--- src/rtl/btb_upd_sched.sv ---
`default_nettype none
// ============================================================================
// Module   : btb_upd_sched
// Purpose  : Schedules branch-predictor table updates and front-end redirects
//            for branches resolving in EX. Resolved branches are queued in a
//            4-entry FIFO and offered to the table write port with a
//            valid/ready handshake. A mispredict raises a one-cycle flush
//            with a registered redirect target. A HOLD cycle then drops the
//            wrong-path EX instruction.
// Revision : 1.0 - initial release
// ----------------------------------------------------------------------------
// Ports
//   clk, rst_n          : clock; synchronous active-low reset
//   ex_valid/ex_branch  : EX slot holds a real conditional branch
//   ex_taken            : resolved direction
//   ex_hit/ex_hitpos    : table hit at fetch and the matched entry index
//   ex_preright         : prediction matched the outcome (valid when ex_hit)
//   ex_pc/ex_npc        : branch PC and resolved next PC
//   ex_stall            : EX must hold because the queue is full and blocked
//   flush/redirect_pc   : one-cycle IF/ID kill and the fetch target
//   upd_valid/upd_ready : update-record handshake to the table write port
//   upd_pc, upd_npc, upd_hitpos, upd_hit, upd_preright : head record fields
//   br_cnt/mis_cnt      : saturating resolved-branch / mispredict counters
// ============================================================================
module btb_upd_sched (
    input  logic        clk,
    input  logic        rst_n,
    input  logic        ex_valid,
    input  logic        ex_branch,
    input  logic        ex_taken,
    input  logic        ex_hit,
    input  logic [2:0]  ex_hitpos,
    input  logic        ex_preright,
    input  logic [31:0] ex_pc,
    input  logic [31:0] ex_npc,
    output logic        ex_stall,
    output logic        flush,
    output logic [31:0] redirect_pc,
    output logic        upd_valid,
    input  logic        upd_ready,
    output logic [31:0] upd_pc,
    output logic [31:0] upd_npc,
    output logic [2:0]  upd_hitpos,
    output logic        upd_hit,
    output logic        upd_preright,
    output logic [15:0] br_cnt,
    output logic [15:0] mis_cnt
);

    // Record layout: {pc, npc, hitpos, hit, preright}
    localparam int         c_REC_W    = 69;
    localparam logic [2:0] c_DEPTH    = 3'd4;
    localparam logic [1:0] c_ST_IDLE  = 2'd0;
    localparam logic [1:0] c_ST_FLUSH = 2'd1;
    localparam logic [1:0] c_ST_HOLD  = 2'd2;
    localparam logic [15:0] c_CNT_MAX = 16'hFFFF;

    logic [c_REC_W-1:0] r_mem [0:3];
    logic [1:0]         r_wr_ptr;
    logic [1:0]         r_rd_ptr;
    logic [2:0]         r_count;
    logic [1:0]         r_state;
    logic               r_flush;
    logic [31:0]        r_redirect_pc;
    logic [15:0]        r_br_cnt;
    logic [15:0]        r_mis_cnt;

    logic               w_resolve;
    logic               w_accept;
    logic               w_mispredict;
    logic               w_push;
    logic               w_pop;
    logic [c_REC_W-1:0] w_head;

    // A full queue only blocks EX when the head is not leaving this cycle;
    // a pop frees the slot the incoming push needs.
    assign ex_stall     = (r_count == c_DEPTH) & ~upd_ready;
    assign w_resolve    = ex_valid & ex_branch & ~ex_stall;
    // During HOLD the EX slot is wrong-path and must leave no trace.
    assign w_accept     = w_resolve & (r_state != c_ST_HOLD);
    assign w_mispredict = w_accept & (ex_hit ? ~ex_preright : ex_taken);
    assign w_push       = w_accept;

    assign upd_valid = (r_count != 3'd0);
    assign w_pop     = upd_valid & upd_ready;
    assign w_head    = r_mem[r_rd_ptr];
    assign {upd_pc, upd_npc, upd_hitpos, upd_hit, upd_preright} = w_head;

    assign flush       = r_flush;
    assign redirect_pc = r_redirect_pc;
    assign br_cnt      = r_br_cnt;
    assign mis_cnt     = r_mis_cnt;

    // Storage needs no reset; validity is carried by the pointers and count.
    always_ff @(posedge clk) begin
        if (w_push) begin
            r_mem[r_wr_ptr] <= {ex_pc, ex_npc, ex_hitpos, ex_hit, ex_preright};
        end
    end

    always_ff @(posedge clk) begin
        if (!rst_n) begin
            r_wr_ptr <= 2'd0;
            r_rd_ptr <= 2'd0;
            r_count  <= 3'd0;
        end else begin
            if (w_push) begin
                r_wr_ptr <= r_wr_ptr + 2'd1;
            end
            if (w_pop) begin
                r_rd_ptr <= r_rd_ptr + 2'd1;
            end
            case ({w_push, w_pop})
                2'b10:   r_count <= r_count + 3'd1;
                2'b01:   r_count <= r_count - 3'd1;
                default: r_count <= r_count;
            endcase
        end
    end

    always_ff @(posedge clk) begin
        if (!rst_n) begin
            r_br_cnt  <= 16'd0;
            r_mis_cnt <= 16'd0;
        end else begin
            if (w_accept && (r_br_cnt != c_CNT_MAX)) begin
                r_br_cnt <= r_br_cnt + 16'd1;
            end
            if (w_mispredict && (r_mis_cnt != c_CNT_MAX)) begin
                r_mis_cnt <= r_mis_cnt + 16'd1;
            end
        end
    end

    // Redirect FSM. Only IDLE reacts to a mispredict, so a second one
    // arriving during FLUSH cannot retarget the fetch.
    always_ff @(posedge clk) begin
        if (!rst_n) begin
            r_state       <= c_ST_IDLE;
            r_flush       <= 1'b0;
            r_redirect_pc <= 32'd0;
        end else begin
            case (r_state)
                c_ST_IDLE: begin
                    if (w_mispredict) begin
                        r_state       <= c_ST_FLUSH;
                        r_flush       <= 1'b1;
                        r_redirect_pc <= ex_taken ? ex_npc : (ex_pc + 32'd1);
                    end
                end
                c_ST_FLUSH: begin
                    r_state <= c_ST_HOLD;
                    r_flush <= 1'b0;
                end
                c_ST_HOLD: begin
                    r_state <= c_ST_IDLE;
                    r_flush <= 1'b0;
                end
                default: begin
                    r_state <= c_ST_IDLE;
                    r_flush <= 1'b0;
                end
            endcase
        end
    end

endmodule
`default_nettype wire

--- config.mk ---
export PLATFORM = sky130hd
export DESIGN_NAME = btb_upd_sched
export DESIGN_NICKNAME = d
export VERILOG_FILES = /design/src/rtl/btb_upd_sched.sv
export SDC_FILE = /design/constraint.sdc
export NUM_CORES = 1
export LEC_CHECK = 0
export CAP_MARGIN = 20
export CORE_MARGIN = 5
export CORE_UTILIZATION = 50
export DETAILED_ROUTE_END_ITERATION = 10
export PLACE_DENSITY = 0.75
export SYNTH_ARGS = -nofsm -noshare
export SYNTH_HDL_FRONTEND = slang
export SYNTH_SLANG_ARGS = --single-unit
--- constraint.sdc ---
create_clock -name clk -period 3.5 [get_ports clk]
set_input_delay 0.525 -clock clk [delete_from_list [all_inputs] [get_ports clk]]
set_output_delay 0.525 -clock clk [all_outputs]
set_load 0.05 [all_outputs]
; Word-level counts from Yosys, hierarchy flattened
; Memories as Yosys holds them, arrays and structs flattened. A register that Yosys moved wholly into a read port is not among the register bits.
; Cells that the tools add are included.
[totals]
n_memories = 1
out_inout_bits = 136
inputBits = 75
ram_bits = 276
ff_bits = 74
[classes]
n_mux = 9
n_reduce_logical = 7
n_bitwise = 9
n_addsub = 7
n_eq_ne = 8
[mem_list]
columns = memory, depth, width, read_ports, rd_clocked_by_memory_dff, wr, line_no
row1 = r_mem, 4, 69, 1, 1, 1, 58  ; logic [c_REC_W-1:0] r_mem [0:3];
[op_table]
columns = operator, count
row1 = "adder 16 x 1 -> 16 bit, second input constant", 2
row2 = "adder 32 x 1 -> 32 bit, second input constant", 1
row3 = two-way mux 32 bit, 1
row4 = "!= test 16 bit, second input constant", 2
row5 = AND 1 bit, 6
row6 = two-way mux 2 bit, 3
row7 = one-hot mux 3 bit (2 select lines), 1
row8 = "adder 2 x 1 -> 2 bit, second input constant", 2
row9 = "== test 2 x 1 -> 1 bit, second input constant", 2
row10 = "!= test 2 bit, second input constant", 2
row11 = one-hot mux 2 bit (2 select lines), 1
row12 = AND reduction 2 bit, 2
row13 = "adder 3 x 1 -> 3 bit, second input constant", 1
row14 = "== test 3 bit, second input constant", 1
row15 = two-way mux 1 bit, 3
row16 = NOT 1 bit, 3
row17 = nonzero test 3 bit, 1
row18 = "subtractor 3 x 1 -> 3 bit, second input constant", 1
row19 = "== test 2 bit, second input constant", 1
row20 = logical AND 1 bit, 2
row21 = zero test 2 bit, 1
row22 = nonzero test 2 bit, 1

; Depth between registers and ports, before layout
; Gate-level depths: netlist (run 1).
[logic_depth]
depth_word = 8
depth_mapped = 9
depth_no_buf = 9

; Least setup slack after synthesis (run 1)
; OpenSTA, ideal clock, no wires.
[synth_path]
kind = input port to flip-flop
startpoint = input port upd_ready
endpoint = memory r_mem[1][0] (enable)
n_path_buf = 0
arrival_time_ps = 2661
stages = 3
setup_slack_ps = 404
setup_time_ps = 435
cell_sequence = nor4b_4 -> nor3_4 -> and2_1
[synth_via]
elab_chain_cells = 7
[synth_rtl]
columns = item, line_no
row1 = "start, declared", 40  ; input logic upd_ready,
row2 = NOT 1 bit, 77  ; assign ex_stall = (r_count == c_DEPTH) & ~upd_ready;
row3 = AND 1 bit, 77
row4 = NOT 1 bit, 78  ; assign w_resolve = ex_valid & ex_branch & ~ex_stall;
row5 = AND 1 bit, 78
row6 = AND 1 bit, 80  ; assign w_accept = w_resolve & (r_state != c_ST_HOLD);
row7 = two-way mux 1 bit, 96  ; if (w_push) begin
row8 = two-way mux 1 bit (implied by the code), 97  ; r_mem[r_wr_ptr] <= {ex_pc, ex_npc, ex_hitpos, ex_hit, ex_preright};
row9 = "end, declared", 58
; Every way passes these cells.

==> results.md, run 1 <==
* Die height at 178.2 um
* Post-synthesis sequential area ratio at 0.6934
* Worst slew pin tran at 0.8802 ns
* Pre-CTS setup slack at 0.4562 ns
* GRT overflow at 0
* Most frequent cells in the layout: edfxtp_1, clkdlybuf4s50_1, dfxtp_1
* Final nets at 1,203
* CTS Sinks at 352
* CTS Buffer Depth at 3
* Synth Net Count at 977
* Mean area per synthesized cell at 15.84 um2
* Layout Utilization at 0.6499
* Area Growth Syn to Fin at 27.98%
* Gates resized, CTS repair at 0
* Total number of vias at 8,856
* RSZ-0062 raised after global routing: false
* Cell count after synthesis at 893
* Initial Util at 0.5078
* Top cell type's share of synthesized area at 0.5859
* GRT Total Usage at 0.2125
* Clock transition at the registers of the reported paths at 0.06 ns
* Leak at 5.760 nW
* Number of max-cap violations at 0
* Sw frac at 0.2948
* Met2 Use GR at 0.3362
* Maximum VDD drop at 0.4264 mV
* Number of global-route vias before repair at 8,790
* Net Sw Power at 3.520 mW
* Die width at 178.2 um
* Cell variety after synth at 52
* Non-filler instance count after layout at 1,525
* Headroom to the max-slew limit at 0.4110
* Hold-fix buffers, CTS at 0
* Die ar. at 31,760 um2
* Num CTS Buffers at 36
* Min-delay worst type: reg2reg
* CP required at 2.97 ns
* Inst Count DP at 1,459
* Max-slew violations at 0
* Final wirelength at 34,080 um
* Initial DRT Pass Iterations at 6
* Final setup margin at 0.2451 ns
* Clock H-tree levels at 2
* Setup TNS at 0 ns
* Met3 Track Usage GR at 0.05468
* Met1 usage at 0.2961
* Core area at 27,860 um2
* Final Cycle Share at 0.9300
* Post-synth EDFFs at 276
* Worst Setup Start Kind: register
* Post-DRT Antenna Nets at 0
* Area leader, netlist: edfxtp_1
* Grt peak-use layer: met2
* Vias per cell at 5.807
* Layout cells sized above 1 at 0.1396
* Critical path class: reg2out
* DRT iter0 DRCs at 828
* Synth area leaders: edfxtp_1, mux4_2, dfxtp_1, xnor2_1, nand2_1
* Synth Register Bits at 352
* Top_reg_cell synth: edfxtp_1
* Clock skew at 0.01838 ns
* Post-CTS Setup Inserts at 0
* CTS tree: yes
* Io pins at 211
* Layout fillers at 1,938
* Standard-cell rows at 61
* Post-Syn Area at 14,150 um2
* Ys Warns at 0
* Root Driver: clkbuf_16
* Final setup vio count at 0
* DRC at 0
* Pint at 8.420 mW
* Pin count of the biggest net entering global routing at 70
* Asr flop ratio synth at 0
* Worst setup EP type: output pin
* Crit path time final at 3.255 ns
* Commonest non-fill, non-tap cell in the layout: edfxtp_1
* # port buffers at 210
* Outcome: finished clean
* Maximum fanout along the worst path at 31
* Global placer's final weighted congestion at 0.8404
* Combinational share of power at 0.253
* Post-DP HPWL at 22,980 um
* Max Freq at 0.3072 GHz
* Initial antenna violation count at 0
* Worst skew pair latency at 0.51 ns
* Flop pwr share at 0.401
* Avg WL per Cell at 22.34 um
* CP arrival at 2.73 ns
* Final hold vios at 0
* Clk pwr share at 0.346
* First-pass GRT wire length at 51,480 um
* PwrDens at 659.5 nW/um2
Yosys cell counts (3+ instances only):
cell type / instances
a31oi_1: 3
o21ai_0: 29
mux4_2: 69
ha_1: 8
a21oi_1: 36
inv_1: 13
nand2_1: 51
nand3_1: 36
or3_1: 12
clkbuf_1: 24
dfxtp_1: 76
xnor2_1: 23
and2_1: 8
o31ai_1: 8
nor2_1: 39
edfxtp_1: 276
o211ai_1: 3
a211oi_1: 3
nor3_1: 29
buf_2: 14
o21a_1: 6
and3_1: 11
o2bb2ai_1: 3
nand4_1: 20
or4_1: 6
o22ai_1: 9
mux2i_1: 7
nor4_1: 14
and4_1: 7
xor2_1: 21
buf_1: 3
metal layers:
metal / routed length [um] / vias to the layer above
li1: - / 3971
met1: 13780 / 4455
met2: 16140 / 373
met3: 3268 / 57
met4: 888 / 0
met5: 0 / -
worst max-delay path, stage by stage, from the launching register on:
cell	delay, ns
dfxtp_4	0.58
buf_12	0.30
mux4_2	0.55
clkdlybuf4s50_1	0.76
final timing paths:
path,from,to,slack [ns],cells after the start
setup / recovery,register,upd_pc[15],0.25,3
hold / removal,r_state[1],r_state[1],0.43,1
setup reg to reg,r_count[1],redirect_pc[15],0.89,5
hold reg to reg,r_state[1],r_state[1],0.43,1
area by class of cell:
cell class / count / area (um2) / area share
sequential: 352 / 9817 / 0.5423
multi-input combinational: 482 / 4085 / 0.2257
timing repair buffer: 233 / 2375 / 0.1312
clock buffer: 41 / 962.2 / 0.05315
tap: 378 / 473.0 / 0.02612
clock inverter: 24 / 336.6 / 0.01859
inverter: 14 / 52.55 / 0.002903
antenna: 1 / 2.502 / 0.0001382
kinds of logic after synthesis:
| group | Yosys count | share of synthesized area |
|---|---|---|
| flops | 352 | 0.6934 |
| compound gates | 107 | 0.04537 |
| simple gates | 246 | 0.09216 |
| mux | 76 | 0.1148 |
| xor+xnor | 44 | 0.02724 |
| buf+inv | 59 | 0.01849 |
| fa+ha+maj | 9 | 0.008491 |
stage by stage:
| stage | hold slack (ns) | total power, mW | area (um2) |
|---|---|---|---|
| floorplan | 0.4037 | 6.907 | 14150 |
| global placement | 0.4114 | 7.901 | 16800 |
| detailed placement | 0.4191 | 7.923 | 16800 |
| CTS | 0.4303 | 12.03 | 18100 |
| global route | 0.4716 | 12.36 | 18100 |
| finish | 0.4335 | 11.94 | 18100 |
state kept, by name (all words and copies together), names as in the netlist, named ones only:
signal,cells
redirect_pc,32
r_count,3
r_state,2
r_rd_ptr,2
br_cnt,16
mis_cnt,16
r_wr_ptr,2
flush,1
r_mem,276
power by group through the flow:
stage                     Combinational (mW)  Sequential [mW]  Clock, mW
after floorplan                         2.03             4.87          0
after global placement                  3.03             4.87          0
after detailed placement                3.04             4.88          0
after CTS                               3.06             4.79       4.18
after global routing                    3.17             4.81       4.39
final                                   3.03             4.79       4.13
No activity file was read; power rests on OpenSTA's default activity.
==> inputs of run 2 (changes only) <==
--- a/config.mk
+++ b/config.mk
@@ -5,7 +5,7 @@
 export SDC_FILE = /design/constraint.sdc
 export NUM_CORES = 1
 export LEC_CHECK = 0
-export CAP_MARGIN = 20
+export CAP_MARGIN = 0
 export CORE_MARGIN = 5
 export CORE_UTILIZATION = 50
 export DETAILED_ROUTE_END_ITERATION = 10
==> results of run 2 <==
No change in the layout: final DEF, timing and power equal those of run 1.
==> inputs of run 3 (changes only) <==
==> constraint.sdc (replaced) <==
create_clock -name clk -period 3.5 [get_ports clk]
set_input_delay 0.525 -clock clk [delete_from_list [all_inputs] [get_ports clk]]
set_output_delay 0.525 -clock clk [all_outputs]
set_load 0.01 [all_outputs]
==> results.md, run 3 (synthesis gave the netlist of run 1 again) <==
* Setup TNS at 0 ns
* Final setup vio count at 0
* Critical path class: reg2out
* Critical Path Sink: upd_npc[22]
* Flop pwr share at 0.436
* Commonest non-fill, non-tap cell in the layout: edfxtp_1
* CP arrival at 2.50 ns
* Avg WL per Cell at 21.89 um
* Min-delay worst type: reg2reg
* Io pins at 211
* Worst setup EP type: output pin
* Layout cells sized above 1 at 0.1344
* Clk pwr share at 0.369
* Max Freq at 0.3302 GHz
* Area occupied by multi-input gates at 4085 um2
* Initial antenna violation count at 2
* Worst reg-to-reg setup slack at 1.07 ns
* Outcome: finished clean
* DRT iter0 DRCs at 822
* Diodes inserted at 0
* Leak at 5.740 nW
* GRT overflow at 0
* # port buffers at 210
* Total number of vias at 8,724
* GRT Total Usage at 0.2108
* Cells on worst reg2reg path at 5
* Clock skew at 0.009765 ns
* CTS Sinks at 352
* Die ar. at 31,760 um2
* Post-DP HPWL at 22,590 um
* Max-slew violations at 0
* Area Growth Syn to Fin at 27.68%
* Crit path time final at 3.028 ns
* Global placer's final weighted congestion at 0.8304
* Die width at 178.2 um
* Initial Util at 0.5078
* Hold-fix buffers, CTS at 0
* Root Driver: clkbuf_16
* First-pass GRT wire length at 50,900 um
* Standard-cell rows at 61
* Most frequent cells in the layout: edfxtp_1, clkdlybuf4s50_1, dfxtp_1
* Reg2reg end: redirect_pc[20]
* Worst r2r src: r_state[0]
* Worst skew pair latency at 0.51 ns
* Core area at 27,860 um2
* Final nets at 1,201
* Number of max-cap violations at 0
* Layout fillers at 1,954
* RSZ-0062 raised after global routing: false
* Pint at 8.336 mW
* CP required at 2.97 ns
* Tot Pwr at 10.89 mW
* Clock H-tree levels at 2
* PwrDens at 602.8 nW/um2
* Vias per cell at 5.724
* Headroom to the max-slew limit at 0.4262
* Die height at 178.2 um
* DRC at 0
* Initial DRT Pass Iterations at 5
* CTS tree: yes
* Reg with most FFs: r_mem
* Worst Setup Start Kind: register
* Net Sw Power at 2.551 mW
* Final wirelength at 33,350 um
* Gates resized, CTS repair at 0
* Final Cycle Share at 0.8652
* Post-CTS Setup Inserts at 0
* Number of global-route vias before repair at 8,589
* Num CTS Buffers at 37
* Pin count of the biggest net entering global routing at 70
* CTS Buffer Depth at 3
* Final hold vios at 0
* Clock transition at the registers of the reported paths at 0.06 ns
* Max reg flops at 276
* Sw frac at 0.2344
* Combinational share of power at 0.195
* Sequential cell area at 9817 um2
* Maximum fanout along the worst path at 69
* Maximum VDD drop at 0.2824 mV
* Worst slew pin tran at 0.8575 ns
* Post-DRT Antenna Nets at 0
[run 3: area by class of cell]
type                       count  area share
clock inverter                19     0.01358
timing repair buffer         230      0.1309
inverter                      14    0.002910
tap                          378     0.02619
clock buffer                  49     0.05667
multi-input combinational    482      0.2262
sequential                   352      0.5435
[run 3: per-layer routing]
metal / up-vias / track usage / part of all wire
met4: 4 / 0.05405 / 0.020
li1: 3978 / - / -
met2: 350 / 0.3318 / 0.47
met5: - / 0 / 0.00081
met1: 4337 / 0.2976 / 0.42
met3: 55 / 0.05447 / 0.091
[run 3: through the flow]
step	hold WS, ns	instance area (um2)	cells	setup WS (ns)	utilization
2_1_floorplan	0.4037	14150	893	0.4175	-
3_3_place_gp	0.4176	16790	1456	0.5879	0.6028
3_5_place_dp	0.4169	16790	1456	0.4926	0.6028
4_1_cts	0.4248	18060	1524	0.4302	0.6483
5_1_grt	0.4555	18060	1524	0.3345	0.6483
6_report	0.4256	18060	1524	0.4717	0.6483
[run 3: worst min path at each step]
| stage | startpoint | end | slack (ns) | depth (start not counted) |
|---|---|---|---|---|
| after detailed placement | r_state[1] | r_state[1] | 0.42 | 1 |
| after global placement | r_state[1] | r_state[1] | 0.42 | 1 |
| after global routing | r_state[1] | r_state[1] | 0.46 | 1 |
| final | r_state[1] | r_state[1] | 0.43 | 1 |
| after floorplan | r_state[1] | r_state[1] | 0.40 | 1 |
| after CTS | r_state[1] | r_state[1] | 0.42 | 1 |
[run 3: worst max-delay path: stages (launching register included)]
cell and delay [ns]:
dfxtp_4 0.35, buf_12 0.43, mux4_2 0.60, clkdlybuf4s50_1 0.51
[run 3: power by group through the flow]
stage	clock (mW)	sequential (mW)	combinational, mW
detailed placement	0	4.83	2.15
finish	4.02	4.74	2.12
floorplan	0	4.81	1.16
CTS	4.08	4.75	2.16
global route	4.27	4.76	2.29
global placement	0	4.83	2.14
